--- config.mk ---
export PLATFORM = sky130hd
export DESIGN_NAME = up_mem_dma
export DESIGN_NICKNAME = d
export VERILOG_FILES = /design/src/rtl/up_mem_dma.sv
export SDC_FILE = /design/constraint.sdc
export NUM_CORES = 1
export LEC_CHECK = 0
export BUFFER_PORTS_ARGS = -buffer_cell sky130_fd_sc_hd__buf_2
export CAP_MARGIN = 40
export CORE_ASPECT_RATIO = 0.5
export CORE_MARGIN = 2
export CORE_UTILIZATION = 39
export CTS_CLUSTER_DIAMETER = 30
export CTS_CLUSTER_SIZE = 14
export DETAILED_ROUTE_END_ITERATION = 7
export SYNTH_ARGS = -nofsm -noshare
export SYNTH_HDL_FRONTEND = slang
export SYNTH_SLANG_ARGS = --single-unit
export TNS_END_PERCENT = 1
--- constraint.sdc ---
create_clock -name clk -period 3.4 [get_ports clk]
set_clock_uncertainty 0.15 [all_clocks]
set_input_delay 0.17 -clock clk [delete_from_list [all_inputs] [get_ports clk]]
set_output_delay 0.17 -clock clk [all_outputs]
set_load 0.01 [all_outputs]
--- src/rtl/up_mem_dma.sv ---
// Block copy / block fill initiator for the 8-bit processor memory port.
// Each copied byte takes a read cycle (RD, which waits on mem_re) followed by a write cycle (WR).
module up_mem_dma (
    input  logic       clk,
    input  logic       nRst,
    input  logic       start,
    input  logic       mode,
    input  logic [7:0] src,
    input  logic [7:0] dst,
    input  logic [7:0] len,
    input  logic [7:0] fill,
    output logic       busy,
    output logic       done,
    output logic [7:0] sum,
    output logic [7:0] mem_address,
    output logic [7:0] mem_in,
    output logic       mem_we,
    input  logic [7:0] mem_out,
    input  logic       mem_re
);

    localparam int DATA_W = 8;

    typedef enum logic [2:0] {IDLE, RD, WR, FILL, DONE} state_t;

    state_t              state, state_nx;
    logic [DATA_W-1:0]   src_r, src_nx;
    logic [DATA_W-1:0]   dst_r, dst_nx;
    logic [DATA_W-1:0]   len_r, len_nx;
    logic [DATA_W-1:0]   fill_r, fill_nx;
    logic [DATA_W-1:0]   i_r, i_nx;
    logic [DATA_W-1:0]   data_r, data_nx;
    logic [DATA_W-1:0]   sum_r, sum_nx;
    logic [DATA_W-1:0]   i_inc;

    // Address offsets and the checksum both wrap modulo 256.
    function automatic logic [DATA_W-1:0] add_wrap(input logic [DATA_W-1:0] a,
                                                   input logic [DATA_W-1:0] b);
        logic [DATA_W:0] full;
        full = {1'b0, a} + {1'b0, b};
        return full[DATA_W-1:0];
    endfunction

    assign i_inc = add_wrap(i_r, 8'd1);
    assign sum   = sum_r;

    always_ff @(posedge clk or negedge nRst) begin
        if (!nRst) begin
            state  <= IDLE;
            src_r  <= '0;
            dst_r  <= '0;
            len_r  <= '0;
            fill_r <= '0;
            i_r    <= '0;
            data_r <= '0;
            sum_r  <= '0;
        end else begin
            state  <= state_nx;
            src_r  <= src_nx;
            dst_r  <= dst_nx;
            len_r  <= len_nx;
            fill_r <= fill_nx;
            i_r    <= i_nx;
            data_r <= data_nx;
            sum_r  <= sum_nx;
        end
    end

    always_comb begin
        state_nx    = state;
        src_nx      = src_r;
        dst_nx      = dst_r;
        len_nx      = len_r;
        fill_nx     = fill_r;
        i_nx        = i_r;
        data_nx     = data_r;
        sum_nx      = sum_r;
        busy        = 1'b1;
        done        = 1'b0;
        mem_address = '0;
        mem_in      = '0;
        mem_we      = 1'b0;

        unique case (state)
            IDLE: begin
                busy = 1'b0;
                if (start) begin
                    src_nx  = src;
                    dst_nx  = dst;
                    len_nx  = len;
                    fill_nx = fill;
                    i_nx    = '0;
                    sum_nx  = '0;
                    // The chosen mode lives on in the state encoding (RD vs FILL).
                    if (len == 8'd0)
                        state_nx = DONE;
                    else if (mode)
                        state_nx = FILL;
                    else
                        state_nx = RD;
                end
            end
            RD: begin
                mem_address = add_wrap(src_r, i_r);
                if (mem_re) begin
                    data_nx  = mem_out;
                    state_nx = WR;
                end
            end
            WR: begin
                mem_address = add_wrap(dst_r, i_r);
                mem_in      = data_r;
                mem_we      = 1'b1;
                sum_nx      = add_wrap(sum_r, data_r);
                i_nx        = i_inc;
                state_nx    = (i_inc == len_r) ? DONE : RD;
            end
            FILL: begin
                mem_address = add_wrap(dst_r, i_r);
                mem_in      = fill_r;
                mem_we      = 1'b1;
                sum_nx      = add_wrap(sum_r, fill_r);
                i_nx        = i_inc;
                state_nx    = (i_inc == len_r) ? DONE : FILL;
            end
            DONE: begin
                done     = 1'b1;
                state_nx = IDLE;
            end
            default: begin
                state_nx = IDLE;
            end
        endcase
    end

endmodule

# [Word level (Yosys, flattened, before mapping)]
# Index checks and enable logic that the tools add are counted.
[totals] regBits=59 latchBits=0 mem_bits_rw=0 mem_bits_ro=0 in_bits=45 mem_count=0
[op_classes] add_sub_neg=5 multipliers=0 div_mod_pow=0 order_cmp=0 n_eq_ne=7 shifts=0 n_mux=15 bitwise=0 n_reduce_logical=10
[op_table] cell="$pmux 8 s2" count=3
[op_table] cell="$add 8x8->8" count=4
[op_table] cell="$pmux 8 s3" count=1
[op_table] cell="$mux 3" count=5
[op_table] cell="$pmux 3 s4" count=1
[op_table] cell="$reduce_and 2->1" count=5
[op_table] cell="$add 8x1->8 const B" count=1
[op_table] cell="$eq 8x8->1" count=1
[op_table] cell="$logic_not 8->1" count=1
[op_table] cell="$mux 8" count=1
[op_table] cell="$eq 3x2->1 const B" count=2
[op_table] cell="$ne 2x2->1 const B" count=2
[op_table] cell="$eq 3x1->1 const B" count=1
[op_table] cell="$eq 3x3->1 const B" count=1
[op_table] cell="$logic_not 3->1" count=1
[op_table] cell="$mux 1" count=3
[op_table] cell="$reduce_bool 3->1" count=1
[op_table] cell="$mux 2" count=1
[op_table] cell="$reduce_bool 2->1" count=1
[op_table] cell="$reduce_or 2->1" count=1

# [Longest topological paths before layout]
[depth] ltp_word=4 ltp_mapped=15 ltp_nobuf=14

# [Worst setup path after synthesis]
# OpenSTA, ideal clock, no wires.
[synth_path] path_type="register -> output" from="register state[2]" to="output mem_address[6]" arrival_ns=2.671 t_required_ns=3.080 setup_slack_ns=0.409 path_stages_with_launch=16 path_buffers=1 cell_sequence="dfrtp_1 inv_1 nand2_2 clkinv_1 buf_1 nand2_1 nand2_1 ha_1 inv_1 fa_1 nor2b_1 o21ai_0 a21boi_0 o21a_1 nor3_1 nor3_1"
[synth_between] elab_chain_cells=3 word_cells_on_any_way=5 classes_between="eq/ne (3); mux (1); reduce/logical (1)"
[synth_rtl] element="start: declaration" line_no="26" rtl="state_t state, state_nx;"
[synth_rtl] element="start signal: assignment" line_no="58" rtl="state <= state_nx;"
[synth_rtl] element="$eq 3x2->1" line_no="84" rtl="unique case (state)"
[synth_rtl] element="$reduce_or 2->1 (no source line)"
[synth_rtl] element="$pmux 8 s2 (*)" line_no="84"
[synth_rtl] element="end: declaration" line_no="15" rtl="output logic [7:0] mem_address,"
# Mark *: on every way between the ends. The rest lies on a longest branch, timed or not.

# [Worst setup path after layout]
[layout_path] from="register state[1]" to="output mem_address[6]"
# The elaborated chain is that of the path after synthesis.

==> flow_summary.ini <==
[grt]
grt.total_usage_pct = 19.5
antenna_found_initial = 0
grt_overflow = 0
grt_pass1_wl_um = 15200
grt_max_degree = 41
grt_pass1_vias = 3066

[synthesis]
syn_area_um2 = 3590
synth_async_sr_flop_share_pct = 100
synth_cell_types = 53
yosysSeqAreaShare_pct = 41.1
synth.avg_cell_area_um2 = 8.50
postSynthNetCount = 484
synth.area.top_cells = dfrtp_1, nand2_1, ha_1
ys_ff_latch = 59
synth-main-ff-cell = dfrtp_1
synth_top_area_share_pct = 41.1
syn_inst = 422
synth-edff-count = 0
synth_warnings = 0
yosys.area.top_type = dfrtp_1

[drt]
drtPass1Iterations = 4
wl_um = 8960
ant_nets = 0
drc = 0
viasPerCell = 4.87
wl_per_cell_um = 13.6
vias = 3203
drt_iter0_drc = 155

[critical_path]
r2r_slack_ns = 0.37
arrival_ns = 2.91
crit_fanout = 9
path_cells = nand2_2 -> clkinvlp_4 -> buf_4 -> nand2_1 -> nand2_1 -> ha_1 -> nor2b_2 -> o21ai_0 -> a21boi_1 -> o21a_1 -> o21a_1 -> nor3_1 -> buf_2
crit_path_top_delay_cell = dfrtp_1
critPathRequiredTime_ns = 3.08
reg2reg_from = state[1]$_DFFE_PN0P_
worstSetupStartpointType = register
slowest_delay_ns = 0.47
crit_path_end_kind = output pin
critical_path_class = register to output pin
cp-startpoint = state[1]$_DFFE_PN0P_

[timing]
finalSetupTns_ns = 0
slew_headroom_pct = 48.7
worst_pin_slew_ns = 0.765
max_freq_ghz = 0.310
holdWs_ns = 0.0649
drv_slew = 0
finalHoldViolations = 0
period_minus_slack_ns = 3.23
setup_viol = 0
period_share_pct = 95.0

[power]
p_comb_share_pct = 50.7
pwr-share-seq_pct = 27.4
switching_power_w = 0.00190
switching_share_pct = 40.0
p_clk_share_pct = 21.9
p_int_w = 0.00285
power_leakage_nw = 2.43
ir_drop_mv = 0.468
p_per_area_nw_per_um2 = 982

[die]
die_w_um = 140
die_h_um = 71.8
ios = 72
initial_core_util_pct = 40.6
placement_rows = 24
dieArea_um2 = 10000
core_um2 = 8830

[place]
portBuffers = 71
gp_congestion = 0.810
dpl_cell_area_um2 = 4020
hpwl_um = 5990

[layout]
design_area_um2 = 4840
fillers = 842
final_layout_size_suffix_gt1_share_pct = 23.1
nets = 598
postLayoutCoreUtil_pct = 54.8
seq_area_um2 = 1480
syn2layout_area_growth_pct = 34.8
multi_input_area_um2 = 1930
antenna_cells = 0

[clock_tree]
clk_path_buf_depth = 2
numCtsBuffers = 9
root_buffer = clkbuf_16
cts_tree = done
htree_levels = 3
cts_sinks = 59
clk_pin_slew_ns = 0.05
clk_latency_ns = 0.33

[min_path]
hp-start = mem_re
holdCritPathClass = primary input to register

[status]
status = finished clean

[run]
drv_cap = 0
==> metal layers <==
metal | wire length, um | GRT usage (%)
met5 | 0 | 0
met2 | 3980 | 30.3
met4 | 65 | 5.33
met1 | 4570 | 26.9
met3 | 343 | 5.61
==> cell usage in the layout (no fill, tap or decap), drive strengths merged, types with 3 or more instances in the layout <==
cell / n
nor2b: 3
o21ai: 22
nor2: 27
xnor2: 7
a21oi: 10
nand3: 15
clkbuf: 13
and3: 4
nand2: 130
dlygate4sd3: 42
nor3: 14
mux2: 15
xor2: 10
o31ai: 5
buf: 84
dfrtp: 59
ha: 15
inv: 14
mux2i: 10
o21a: 5
==> metrics by stage <==
step                worst slack [ns]  power (W)  std cells
finish                         0.172    0.00475        658
global route                -0.00753    0.00520        658
CTS                           0.0119    0.00475        654
detailed placement             0.352    0.00365        596
global placement               0.427    0.00362        596
floorplan                      0.409    0.00299        422
==> final timing paths <==
path	to	depth (start not counted)
hold reg to reg	src_r[6]$_DFFE_PN0P_	2
max in group asynchronous	src_r[3]$_DFFE_PN0P_	3
setup / recovery	mem_address[6]	13
hold / removal	state[1]$_DFFE_PN0P_	3
setup reg to reg	sum[7]$_DFFE_PN0P_	9
min in group asynchronous	fill_r[1]$_DFFE_PN0P_	2
==> state kept, by name, indices dropped and copies added (netlist names) <==
name and count:
data_r 8, dst_r 8, fill_r 8, i_r 8, len_r 8, src_r 8, sum 8, state 3
==> cells in the mapped netlist (6+ instances only) <==
master,instances
nand2_1,129
dfrtp_1,59
nor2_1,27
o21ai_0,21
ha_1,15
mux2_2,15
nand3_1,15
inv_1,14
nor3_1,14
clkbuf_1,13
a21oi_1,10
mux2i_1,10
xor2_1,10
xnor2_1,7
buf_6,6
==> critical path, delay by kind of cell (launching register included) <==
kind / cells / cell delay [ns]
AOI/OAI and AO/OA: 4 / 0.73
DFF: 1 / 0.47
and+or+nand+nor: 5 / 0.60
adders and majority gates: 1 / 0.31
buffers and inverters: 3 / 0.47
==> final cells by class <==
cell class              instances  share of cell area, %
multi-input cells             325                   39.9
clock inverters                 3                   1.40
inverters                      15                   1.24
flip-flops and latches         59                   30.5
clock buffers                  13                   5.79
repair buffers                126                   18.1
well taps                     117                   3.03
==> power by group through the flow <==
| stage | logic [W] | registers, W | clock network, W |
|---|---|---|---|
| after detailed placement | 0.00234 | 0.00131 | 0 |
| after CTS | 0.00239 | 0.00130 | 0.00107 |
| final | 0.00241 | 0.00130 | 0.00104 |
| after global routing | 0.00274 | 0.00135 | 0.00111 |
| after global placement | 0.00231 | 0.00131 | 0 |
| after floorplan | 0.00176 | 0.00123 | 0 |
==> cells by family (layout without fill, tap and decap cells) <==
family                     after synthesis  after routing  synth area share [%]
AOI/OAI and AO/OA                       59             59                  10.4
xor gates and xnor gates                17             17                  4.15
adders and majority gates               17             17                  6.35
buffers and inverters                   38            157                  5.54
DFF                                     59             59                  41.1
muxes                                   25             25                  7.50
and+or+nand+nor                        207            207                  24.9
==> repair_timing <==
item | in CTS | in global routing
buffers inserted | 0 | 4
endpoints found under the hold margin | 61 | 0
gates resized for setup | 0 | 6
hold buffers | 42 | 0
setup endpoints to repair | 0 | 4
(Power assumes the default switching activity.)
